--- config.mk ---
export PLATFORM = sky130hd
export DESIGN_NAME = municao_scheduler_flat
export DESIGN_NICKNAME = d
export VERILOG_FILES = /design/src/rtl/municao_scheduler_if.sv /design/src/rtl/municao_scheduler.sv /design/src/flat_wrapper.sv
export SDC_FILE = /design/constraint.sdc
export NUM_CORES = 1
export LEC_CHECK = 0
export ABC_AREA = 1
export CAP_MARGIN = 20
export CORE_MARGIN = 10
export CORE_UTILIZATION = 45
export DETAILED_ROUTE_END_ITERATION = 10
export GPL_ROUTABILITY_DRIVEN = 0
export MAX_ROUTING_LAYER = met4
export PLACE_DENSITY = 0.74
export SETUP_SLACK_MARGIN = 0.02
export SKIP_LAST_GASP = 1
export SYNTH_ARGS = -nofsm -noshare
export SYNTH_HDL_FRONTEND = slang
export SYNTH_SLANG_ARGS = --single-unit
--- constraint.sdc ---
create_clock -name clk -period 6.25 [get_ports clk]
set_clock_uncertainty 0.15 [all_clocks]
set_input_delay 0.9375 -clock clk [delete_from_list [all_inputs] [get_ports clk]]
set_output_delay 0.9375 -clock clk [all_outputs]
set_load 0.03 [all_outputs]
--- src/rtl/municao_scheduler_if.sv ---
// Enemy-fire scheduler bus.
// Groups the game-side inputs and the launch command outputs of municao_scheduler.
//   enable          game running; low freezes scheduling
//   shooter_alive   per-ship fire permission
//   shooter_x/y     packed 11-bit ship positions, ship i at [11i+10:11i]
//   slot_done       per-slot pulse from the projectile datapath: slot free again
//   launch          one-cycle launch command
//   launch_slot     slot index being launched
//   launch_shooter  ship index that fired
//   launch_x/y      projectile start position
//   slot_busy       occupied-slot mask
// master = game/projectile side, slave = scheduler.
interface municao_scheduler_if #(
    parameter int N_SHOOTERS = 4,
    parameter int N_SLOTS    = 4
);
    logic                      enable;
    logic [N_SHOOTERS-1:0]     shooter_alive;
    logic [11*N_SHOOTERS-1:0]  shooter_x;
    logic [11*N_SHOOTERS-1:0]  shooter_y;
    logic [N_SLOTS-1:0]        slot_done;
    logic                      launch;
    logic [1:0]                launch_slot;
    logic [1:0]                launch_shooter;
    logic [10:0]               launch_x;
    logic [10:0]               launch_y;
    logic [N_SLOTS-1:0]        slot_busy;

    modport master (
        output enable, shooter_alive, shooter_x, shooter_y, slot_done,
        input  launch, launch_slot, launch_shooter, launch_x, launch_y, slot_busy
    );

    modport slave (
        input  enable, shooter_alive, shooter_x, shooter_y, slot_done,
        output launch, launch_slot, launch_shooter, launch_x, launch_y, slot_busy
    );
endinterface

--- src/rtl/municao_scheduler.sv ---
// Enemy-fire scheduler: shares a pool of projectile slots among enemy ships.
// A periodic fire tick raises a pending shot; the FSM then picks the next
// eligible ship round-robin plus the lowest free slot and issues a one-cycle
// launch carrying the ship position. Slots return to the pool on slot_done.
// Ports:
//   clk    system clock
//   reset  asynchronous, active-high
//   bus    municao_scheduler_if slave (see interface file for signal list)
//
// state   | meaning
// IDLE    | waiting for a pending shot while enabled
// ARB     | choose ship and slot; launch on success, otherwise retry via IDLE
// LAUNCH  | launch pulse is high this cycle
module municao_scheduler #(
    parameter int N_SHOOTERS  = 4,
    parameter int N_SLOTS     = 4,
    parameter int FIRE_PERIOD = 50000000,
    parameter int COOLDOWN    = 100000000
) (
    input  logic                  clk,
    input  logic                  reset,
    municao_scheduler_if.slave    bus
);
    localparam int PCNT_W = 26;
    localparam int CD_W   = 27;

    localparam logic [1:0] S_IDLE   = 2'd0;
    localparam logic [1:0] S_ARB    = 2'd1;
    localparam logic [1:0] S_LAUNCH = 2'd2;

    logic [1:0]        state;
    logic [PCNT_W-1:0] pcnt;
    logic              pending;
    logic [1:0]        rr;
    logic [CD_W-1:0]   cd [N_SHOOTERS];

    logic               tick;
    logic               ship_ok;
    logic [1:0]         ship_sel;
    logic               slot_ok;
    logic [1:0]         slot_sel;
    logic [N_SLOTS-1:0] slot_onehot;
    logic               arb_go;
    int                 idx;

    assign tick = (pcnt == PCNT_W'(FIRE_PERIOD - 1));

    // First eligible ship in rr, rr+1, ... order (mod N_SHOOTERS).
    always_comb begin
        ship_ok  = 1'b0;
        ship_sel = 2'd0;
        idx      = 0;
        for (int k = 0; k < N_SHOOTERS; k++) begin
            idx = int'(rr) + k;
            if (idx >= N_SHOOTERS) idx = idx - N_SHOOTERS;
            if (!ship_ok && bus.shooter_alive[idx] && (cd[idx] == '0)) begin
                ship_ok  = 1'b1;
                ship_sel = 2'(idx);
            end
        end
    end

    // Lowest free slot; registered busy mask only, so a slot freed this
    // cycle becomes allocatable on the next one.
    always_comb begin
        slot_ok     = 1'b0;
        slot_sel    = 2'd0;
        slot_onehot = '0;
        for (int j = 0; j < N_SLOTS; j++) begin
            if (!slot_ok && !bus.slot_busy[j]) begin
                slot_ok        = 1'b1;
                slot_sel       = 2'(j);
                slot_onehot[j] = 1'b1;
            end
        end
    end

    assign arb_go = (state == S_ARB) && bus.enable && ship_ok && slot_ok;

    always_ff @(posedge clk or posedge reset) begin
        if (reset) begin
            state              <= S_IDLE;
            pcnt               <= '0;
            pending            <= 1'b0;
            rr                 <= 2'd0;
            for (int i = 0; i < N_SHOOTERS; i++) cd[i] <= '0;
            bus.launch         <= 1'b0;
            bus.launch_slot    <= 2'd0;
            bus.launch_shooter <= 2'd0;
            bus.launch_x       <= '0;
            bus.launch_y       <= '0;
            bus.slot_busy      <= '0;
        end else begin
            bus.launch <= 1'b0;

            if (bus.enable) begin
                pcnt <= tick ? '0 : pcnt + PCNT_W'(1);
            end

            // A tick coinciding with a held shot is absorbed, not queued.
            if (!bus.enable || arb_go) begin
                pending <= 1'b0;
            end else if (tick) begin
                pending <= 1'b1;
            end

            for (int i = 0; i < N_SHOOTERS; i++) begin
                if (arb_go && (ship_sel == 2'(i))) begin
                    cd[i] <= CD_W'(COOLDOWN);
                end else if (cd[i] != '0) begin
                    cd[i] <= cd[i] - CD_W'(1);
                end
            end

            bus.slot_busy <= (bus.slot_busy & ~bus.slot_done) | (arb_go ? slot_onehot : '0);

            if (arb_go) begin
                bus.launch         <= 1'b1;
                bus.launch_slot    <= slot_sel;
                bus.launch_shooter <= ship_sel;
                bus.launch_x       <= bus.shooter_x[int'(ship_sel)*11 +: 11];
                bus.launch_y       <= bus.shooter_y[int'(ship_sel)*11 +: 11];
                rr                 <= (ship_sel == 2'(N_SHOOTERS - 1)) ? 2'd0 : ship_sel + 2'd1;
            end

            case (state)
                S_IDLE:   if (bus.enable && pending) state <= S_ARB;
                S_ARB:    state <= arb_go ? S_LAUNCH : S_IDLE;
                S_LAUNCH: state <= S_IDLE;
                default:  state <= S_IDLE;
            endcase
        end
    end
endmodule

--- src/flat_wrapper.sv ---
// flat-port wrapper written by rule: the top's interface ports become plain ports
module municao_scheduler_flat 
#(
    parameter int N_SHOOTERS  = 4,
    parameter int N_SLOTS     = 4,
    parameter int FIRE_PERIOD = 50000000,
    parameter int COOLDOWN    = 100000000
)
  (clk, reset, bus_enable, bus_shooter_alive, bus_shooter_x, bus_shooter_y, bus_slot_done, bus_launch, bus_launch_slot, bus_launch_shooter, bus_launch_x, bus_launch_y, bus_slot_busy);
  municao_scheduler_if #(.N_SHOOTERS(N_SHOOTERS), .N_SLOTS(N_SLOTS)) bus_i ();
  input  logic clk;
  input  logic reset;
  input wire logic [$bits(bus_i.enable)-1:0] bus_enable;
  input wire logic [$bits(bus_i.shooter_alive)-1:0] bus_shooter_alive;
  input wire logic [$bits(bus_i.shooter_x)-1:0] bus_shooter_x;
  input wire logic [$bits(bus_i.shooter_y)-1:0] bus_shooter_y;
  input wire logic [$bits(bus_i.slot_done)-1:0] bus_slot_done;
  output wire logic [$bits(bus_i.launch)-1:0] bus_launch;
  output wire logic [$bits(bus_i.launch_slot)-1:0] bus_launch_slot;
  output wire logic [$bits(bus_i.launch_shooter)-1:0] bus_launch_shooter;
  output wire logic [$bits(bus_i.launch_x)-1:0] bus_launch_x;
  output wire logic [$bits(bus_i.launch_y)-1:0] bus_launch_y;
  output wire logic [$bits(bus_i.slot_busy)-1:0] bus_slot_busy;
  assign bus_i.enable = bus_enable;
  assign bus_i.shooter_alive = bus_shooter_alive;
  assign bus_i.shooter_x = bus_shooter_x;
  assign bus_i.shooter_y = bus_shooter_y;
  assign bus_i.slot_done = bus_slot_done;
  assign bus_launch = bus_i.launch;
  assign bus_launch_slot = bus_i.launch_slot;
  assign bus_launch_shooter = bus_i.launch_shooter;
  assign bus_launch_x = bus_i.launch_x;
  assign bus_launch_y = bus_i.launch_y;
  assign bus_slot_busy = bus_i.slot_busy;
  municao_scheduler #(.N_SHOOTERS(N_SHOOTERS), .N_SLOTS(N_SLOTS), .FIRE_PERIOD(FIRE_PERIOD), .COOLDOWN(COOLDOWN)) u_core (.clk(clk), .reset(reset), .bus(bus_i));
endmodule
# Yosys cells after proc, flatten, opt, wreduce, memory -nomap -nowiden

Index checks and enable logic that the tools add are counted.
W data, S select, Z words.

Memories kept: 0
Bits in latches: 0
Memory bits (writable): 0
ROM bits: 0
Word-level logic and storage cells: 161
Bits in registers: 170

Multiply operators: 1
Add/sub/neg operators: 13
Div/mod/pow operators: 0
Reduce and logical (&&, ||, !) cells: 43
Multiplexer cells: 63
Bitwise gates (word level): 7
$lt $le $gt $ge: 12
Eq/ne operators: 6
Shift-type cells: 2

Operator list:

| kind                    | number |
|---|---|
| $mux W27                | 16 |
| $bmux W27 S2            | 4 |
| $ge A32 B3 Y1 const B   | 4 |
| $lt A32 B4 Y1 const B   | 4 |
| $mux W32                | 4 |
| $not A32 Y32            | 4 |
| $logic_not A27 Y1       | 4 |
| $reduce_bool A27 Y1     | 4 |
| $sub A27 B1 Y27 const B | 4 |
| $ge A32 B4 Y1 const B   | 3 |
| $sub A32 B4 Y32 const B | 3 |
| $shiftx A44 B32 Y11     | 2 |
| $add A26 B1 Y26 const B | 1 |
| $eq A26 B26 Y1 const B  | 1 |
| $mux W26                | 1 |
| $mux W1                 | 23 |
| $logic_and A1 B1 Y1     | 18 |
| $mux W2                 | 9 |
| $reduce_bool A2 Y1      | 5 |
| $logic_not A1 Y1        | 9 |
| $bmux W1 S2             | 4 |
| $add A2 B2 Y3 const B   | 2 |
| $mul A2 B4 Y6 const B   | 1 |
| $and A4 B4 Y4           | 1 |
| other kinds (13)        | 16 |

# Longest topological paths before layout

Word-level depth: 25
Gate-level depth with buffers: 25

# Worst setup path before layout

No wires, ideal clock.

Path kind: input-to-reg
Start: input bus_shooter_alive[2]
End: register u_core.cd[18] (netlist bit)
Stages: 21
Library setup time: 0.138 ns
Buffers on the path: 3
Data arrival time: 3.060 ns
Data required time: 5.962 ns
Setup slack: 2.902 ns
Path through: inv_1 > o21ai_0 > nand3_1 > nand2_1 > nand2_1 > nor2_1 > nand2_2 > nand3_1 > nand2_1 > clkinv_1 > nand2_4 > nand2_2 > buf_6 > buf_6 > inv_1 > ha_1 > inv_1 > nor2_1 > inv_2 > buf_2 > o221ai_1

Elaborated cells between the ends (all ways): 36
Those cells by class: 1 x eq/ne; 21 x mux; 14 x reduce/logical

RTL lines:

| element                                               | RTL line                 | RTL |
|---|---|---|
| start: declaration                                    | flat_wrapper.sv:14       | `input wire logic [$bits(bus_i.shooter_alive)-1:0] bus_shooter_alive;` |
| $bmux W1 S2                                           | municao_scheduler.sv:56  | `if (!ship_ok && bus.shooter_alive[idx] && (cd[idx] == '0)) begin` |
| $mux W1 (not written as such) (2 in a row)            | municao_scheduler.sv:56  |  |
| $logic_and A1 B1 Y1                                   | municao_scheduler.sv:56  |  |
| $mux W1                                               | municao_scheduler.sv:56  |  |
| $logic_not A1 Y1                                      | municao_scheduler.sv:56  |  |
| $logic_and A1 B1 Y1 (2 in a row)                      | municao_scheduler.sv:56  |  |
| $mux W1                                               | municao_scheduler.sv:56  |  |
| $logic_not A1 Y1                                      | municao_scheduler.sv:56  |  |
| $logic_and A1 B1 Y1 (2 in a row)                      | municao_scheduler.sv:56  |  |
| $mux W1                                               | municao_scheduler.sv:56  |  |
| $logic_not A1 Y1                                      | municao_scheduler.sv:56  |  |
| $logic_and A1 B1 Y1 (2 in a row)                      | municao_scheduler.sv:56  |  |
| $mux W2 (*)                                           | municao_scheduler.sv:56  |  |
| net u_core.ship_sel[0]                                | municao_scheduler.sv:39  | `logic [1:0] ship_sel;` |
| $eq A2 B2 Y1 (*)                                      | municao_scheduler.sv:108 | `if (arb_go && (ship_sel == 2'(i))) begin` |
| $logic_and A1 B1 Y1 (*)                               | municao_scheduler.sv:108 |  |
| $mux W27 / $reduce_bool A2 Y1 (equally long branches) | -                        |  |
| end signal: indexed assignment                        | municao_scheduler.sv:109 | `cd[i] <= CD_W'(COOLDOWN);` |
| end signal: indexed assignment                        | municao_scheduler.sv:111 | `cd[i] <= cd[i] - CD_W'(1);` |
| end: declaration                                      | municao_scheduler.sv:35  | `logic [CD_W-1:0] cd [N_SHOOTERS];` |

Mark *: on every way through the listed nets, which the timed path passes. The rest lies on a longest branch. The select of a mux whose other input is x is not followed.
A chain may end at the register's enable or synchronous reset.

# Worst setup path after layout

Start: register u_core.rr[0]
End: register u_core.cd[18] (netlist bit)

Elaborated cells between the ends (all ways): 71
Those cells by class: 7 x add/sub; 4 x order compare; 1 x eq/ne; 37 x mux; 4 x bitwise; 18 x reduce/logical

RTL lines:

| element                                                                  | RTL line                 | RTL |
|---|---|---|
| start: declaration                                                       | municao_scheduler.sv:34  | `logic [1:0] rr;` |
| start signal: assignment                                                 | municao_scheduler.sv:123 | `rr <= (ship_sel == 2'(N_SHOOTERS - 1)) ? 2'd0 : ship_sel + 2'd1;` |
| parallel branches: the longest is 20 deep, another holds $sub A32 B4 Y32 | -                        |  |
| $mux W2 (*)                                                              | municao_scheduler.sv:56  |  |
| net u_core.ship_sel[0]                                                   | municao_scheduler.sv:39  |  |
| $eq A2 B2 Y1 (*)                                                         | municao_scheduler.sv:108 |  |
| $logic_and A1 B1 Y1 (*)                                                  | municao_scheduler.sv:108 |  |
| $mux W27 / $reduce_bool A2 Y1 (equally long branches)                    | -                        |  |

Mark *: on every way through the listed nets, which the timed path passes. The select of a mux whose other input is x is not followed.

==> qor.csv <==
stage,metric,value,unit
status,status,completed,
finish,cell_area_after_layout,14500,um2
power,p_leak,7.40,nW
finish,finalNetCount,2167,
critical_path,critical_path.cell_chain,"buf_4, nand2_1, nand2_1, nand2_1, nor2_1, nand2_1, nand2_1, nand2_1, nand3_2, nand3_4, nand2_2, inv_1, ha_1, inv_1, nor2_1, inv_2, o221ai_1",
critical_path,critical-path-max-stage-delay,0.76,ns
critical_path,timing.rr.end,u_core.cd[18],
synthesis,post_synth.cell_area_avg,6.38,um2
cts,tritoncts.num_buffers,17,
grt,largest_net_degree_at_the_start_of_global_routing,105,
place,dp_hpwl,27300,um
grt,grt_pass1_wl,60000,um
critical_path,cp_common_cell,nand2_1,
drt,routed_wirelength,36400,um
sta,timing_worst_slew_pin_value,0.906,ns
synthesis,synth_fp_nets,2072,
synthesis,synthesis.yosys.warnings,0,
flow_run,maxCapViolations,0,
cts,cts_setup_buffers,0,
cts,cts_max_path_buffers,2,
critical_path,worst_r2r_startpoint,u_core.rr[0],
grt,number_of_antenna_violations_at_the_first_check_in_global_routing,0,
drt,number_of_vias_per_cell_after_detailed_routing,5.28,
cts,clkSinkCount,170,
critical_path,timing.critical_path.to_type,register,
power,power.ir.vdd_worst,193,uV
synthesis,synth-seq-cells,170,
floorplanning,die_x,187,um
sta,timing.final.max_slew_violations,0,
sta,timing.slew.headroom,0.396,
critical_path,critical_path_cell_with_the_highest_stage_delay,buf_4,
critical_path,crit_path_dat,4.86,ns
finish,finalNonFillerCells,2450,
sta,timing.fmax,0.212,GHz
drt,dr.first_iter.drc_count,1361,
critical_path,crit_end,u_core.cd[18],
place,placement.cell_area,13900,um2
critical_path,launching_element_of_the_worst_setup_path,u_core.rr[0],
cts,clock_tree.htree_level_count,4,
finish,diodes,0,
floorplanning,fp.dieH,187,um
critical_path,critical_path_class,register to register,
sta,tns,0,ns
synthesis,netlist.area_leader.share,0.340,
power,cellPowerDensity,164,nW/um2
place,io_buffers,129,
critical_path,r2r.worst_path.cells,17,
drt,post_drt_wl_per_cell,14.9,um
synthesis,synth_cell_type_count,48,
sta,setup_viol_count_final,0,
finish,post_route_cells_drive_above_1_share,0.0458,
cts,tritoncts,yes,
critical_path,setup.reg_to_reg.worst_slack,1.54,ns
synthesis,seq_area_frac_synth,0.340,
synthesis,synthesis.area,12500,um2
drt,drc_violation_count_after_routing,0,
synthesis,synth_cells,1964,
finish,syn2layout_area_growth,15.6,%
cts,cts-root-buf,clkbuf_16,
sta,final.min_clock_period,4.71,ns
min_path,hold_path.class,register to register,
grt,gr-usage-all-layers,0.210,
floorplanning,floorplan.initialDensity,0.453,
floorplanning,fp-row-count,61,
cts,clock_insertion_delay_worst_skew,0.46,ns
drt,final_antenna_net_count,0,
sta,final_hold_viol_count,0,
critical_path,worst_setup_path_start_kind,register,
synthesis,synth_area_leader_cell,dfrtp_1,
place,post-place-cells,2418,
cts,post_cts.resized_instances,0,
drt,vias,12900,
cts,cts-hold-fix-buffers,0,
floorplanning,io_pins,130,
drt,detail_route.first_pass.iterations,6,
grt,first_global_vias,12000,
synthesis,synth_area_leaders,"dfrtp_1, nand2_1, inv_1",
grt,globalRouteOverflowTotal,0,
cts,clkTransAtPathRegs,0.07,ns
sta,grt_setup_unrepaired,no,
critical_path,timing.critical_path.fanout_max,104,
sta,final.period_utilization,0.754,
floorplanning,floorplan.core_area,27600,um2
critical_path,critPathRequiredTime,6.40,ns
floorplanning,fp.dieArea,34900,um2
## layout by cell type (no fill, tap or decap), types with 3 or more instances in the layout
cell type          n
nor2_2             5
clkinv_1           4
inv_8              5
clkdlybuf4s50_1  129
inv_6              5
nor4_1            10
nor3b_1            4
ha_1               9
xor2_1            30
inv_1            293
o21ai_0           72
nand3_2            3
buf_4              5
o21ai_2            7
nor2_1           248
a31oi_1            3
nand4_1           41
nand2_1          597
nand3b_1          42
nor3_1            41
or2_2             11
o21ai_1           32
a21oi_1           28
xnor2_1            5
inv_2             15
dfrtp_1          169
nand3_1          181
o211ai_1          22
nand2_2            8
clkbuf_16         17
## logic make-up after synthesis
kind of cell / count (synthesis) / share of synthesized area
buf+inv: 371 / 0.128
flops: 170 / 0.340
xor+xnor: 35 / 0.0245
fa+ha+maj: 9 / 0.00899
compound gates: 177 / 0.0811
simple gates: 1201 / 0.417
mux: 1 / 0.000799
## sequential cells by signal (all words and copies together) (netlist names)
| signal | flops |
|---|---|
| u_core.bus.launch_slot | 2 |
| u_core.cd | 108 |
| u_core.bus.launch | 1 |
| u_core.bus.launch_shooter | 2 |
| u_core.bus.launch_y | 11 |
| u_core.state | 2 |
| u_core.bus.slot_busy | 4 |
| u_core.pending | 1 |
| u_core.rr | 2 |
| u_core.bus.launch_x | 11 |
| u_core.pcnt | 26 |
## stage by stage
stage	util	total power [W]	worst slack, ns	hold slack, ns
detailed placement	0.503	0.00134	1.62	0.273
global placement	0.503	0.00134	1.73	0.261
CTS	0.524	0.00239	1.61	0.277
floorplan	-	0.00125	0.559	0.249
global route	0.524	0.00246	1.05	0.309
finish	0.524	0.00238	1.54	0.277
## layout make-up
cell class | count | area, um2
clock buffer | 17 | 425
clock inverter | 15 | 150
inverter | 313 | 1180
fill | 2772 | 13100
multi-input combinational | 1423 | 6670
tap | 378 | 473
timing repair buffer | 134 | 1330
sequential | 170 | 4260
## report_power, final
group	leakage (nW)	total [W]	switching, W	internal, W
Sequential	1.97	0.00115	0.0000269	0.00112
Combinational	5.15	0.000168	0.0000750	0.0000934
Clock	0.284	0.00106	0.000528	0.000532
## worst max-delay path: cells and delay by family, from the launching register on
family / cells / cell delay (ns)
AND/OR/NAND/NOR: 11 / 2.02
AO/OA/AOI/OAI: 1 / 0.20
buffers and inverters: 4 / 1.24
adder cells (fa/ha/maj): 1 / 0.22
flip-flops: 1 / 0.65
## how the worst min path moves through the flow
stage,start,to,slack (ns),depth (start not counted)
2_1_floorplan,u_core.state[0],u_core.state[0],0.25,1
3_3_place_gp,u_core.state[0],u_core.state[0],0.26,1
3_5_place_dp,u_core.state[1],u_core.state[0],0.27,1
4_1_cts,u_core.state[1],u_core.state[0],0.28,1
5_1_grt,u_core.state[1],u_core.state[0],0.31,1
6_report,u_core.state[0],u_core.state[0],0.28,1
## synthesized netlist by cell type (all sizes together)
master / number
nand2: 606
inv: 309
nor2: 253
nand3: 185
dfrtp: 170
o21ai: 111
buf: 52
nand4: 43
nand3b: 42
nor3: 41
xor2: 30
a21oi: 29
o211ai: 23
or2: 13
nor4: 10
ha: 9
clkbuf: 6
xnor2: 5
clkinv: 4
nor3b: 4
a31oi: 3
o22ai: 3
a211oi: 2
and2: 2
o221ai: 2
o31ai: 2
and3: 1
mux2i: 1
nor4b: 1
o21a: 1
o311ai: 1
## layer usage
layer / up-vias / routed length [um] / global-route usage
li1: 6383 / - / -
met5: - / 0 / -
met3: 77 / 2120 / 0.0324
met1: 6044 / 16000 / 0.267
met4: 0 / 957 / 0.0670
met2: 438 / 17400 / 0.338
(Power assumes the default switching activity.)
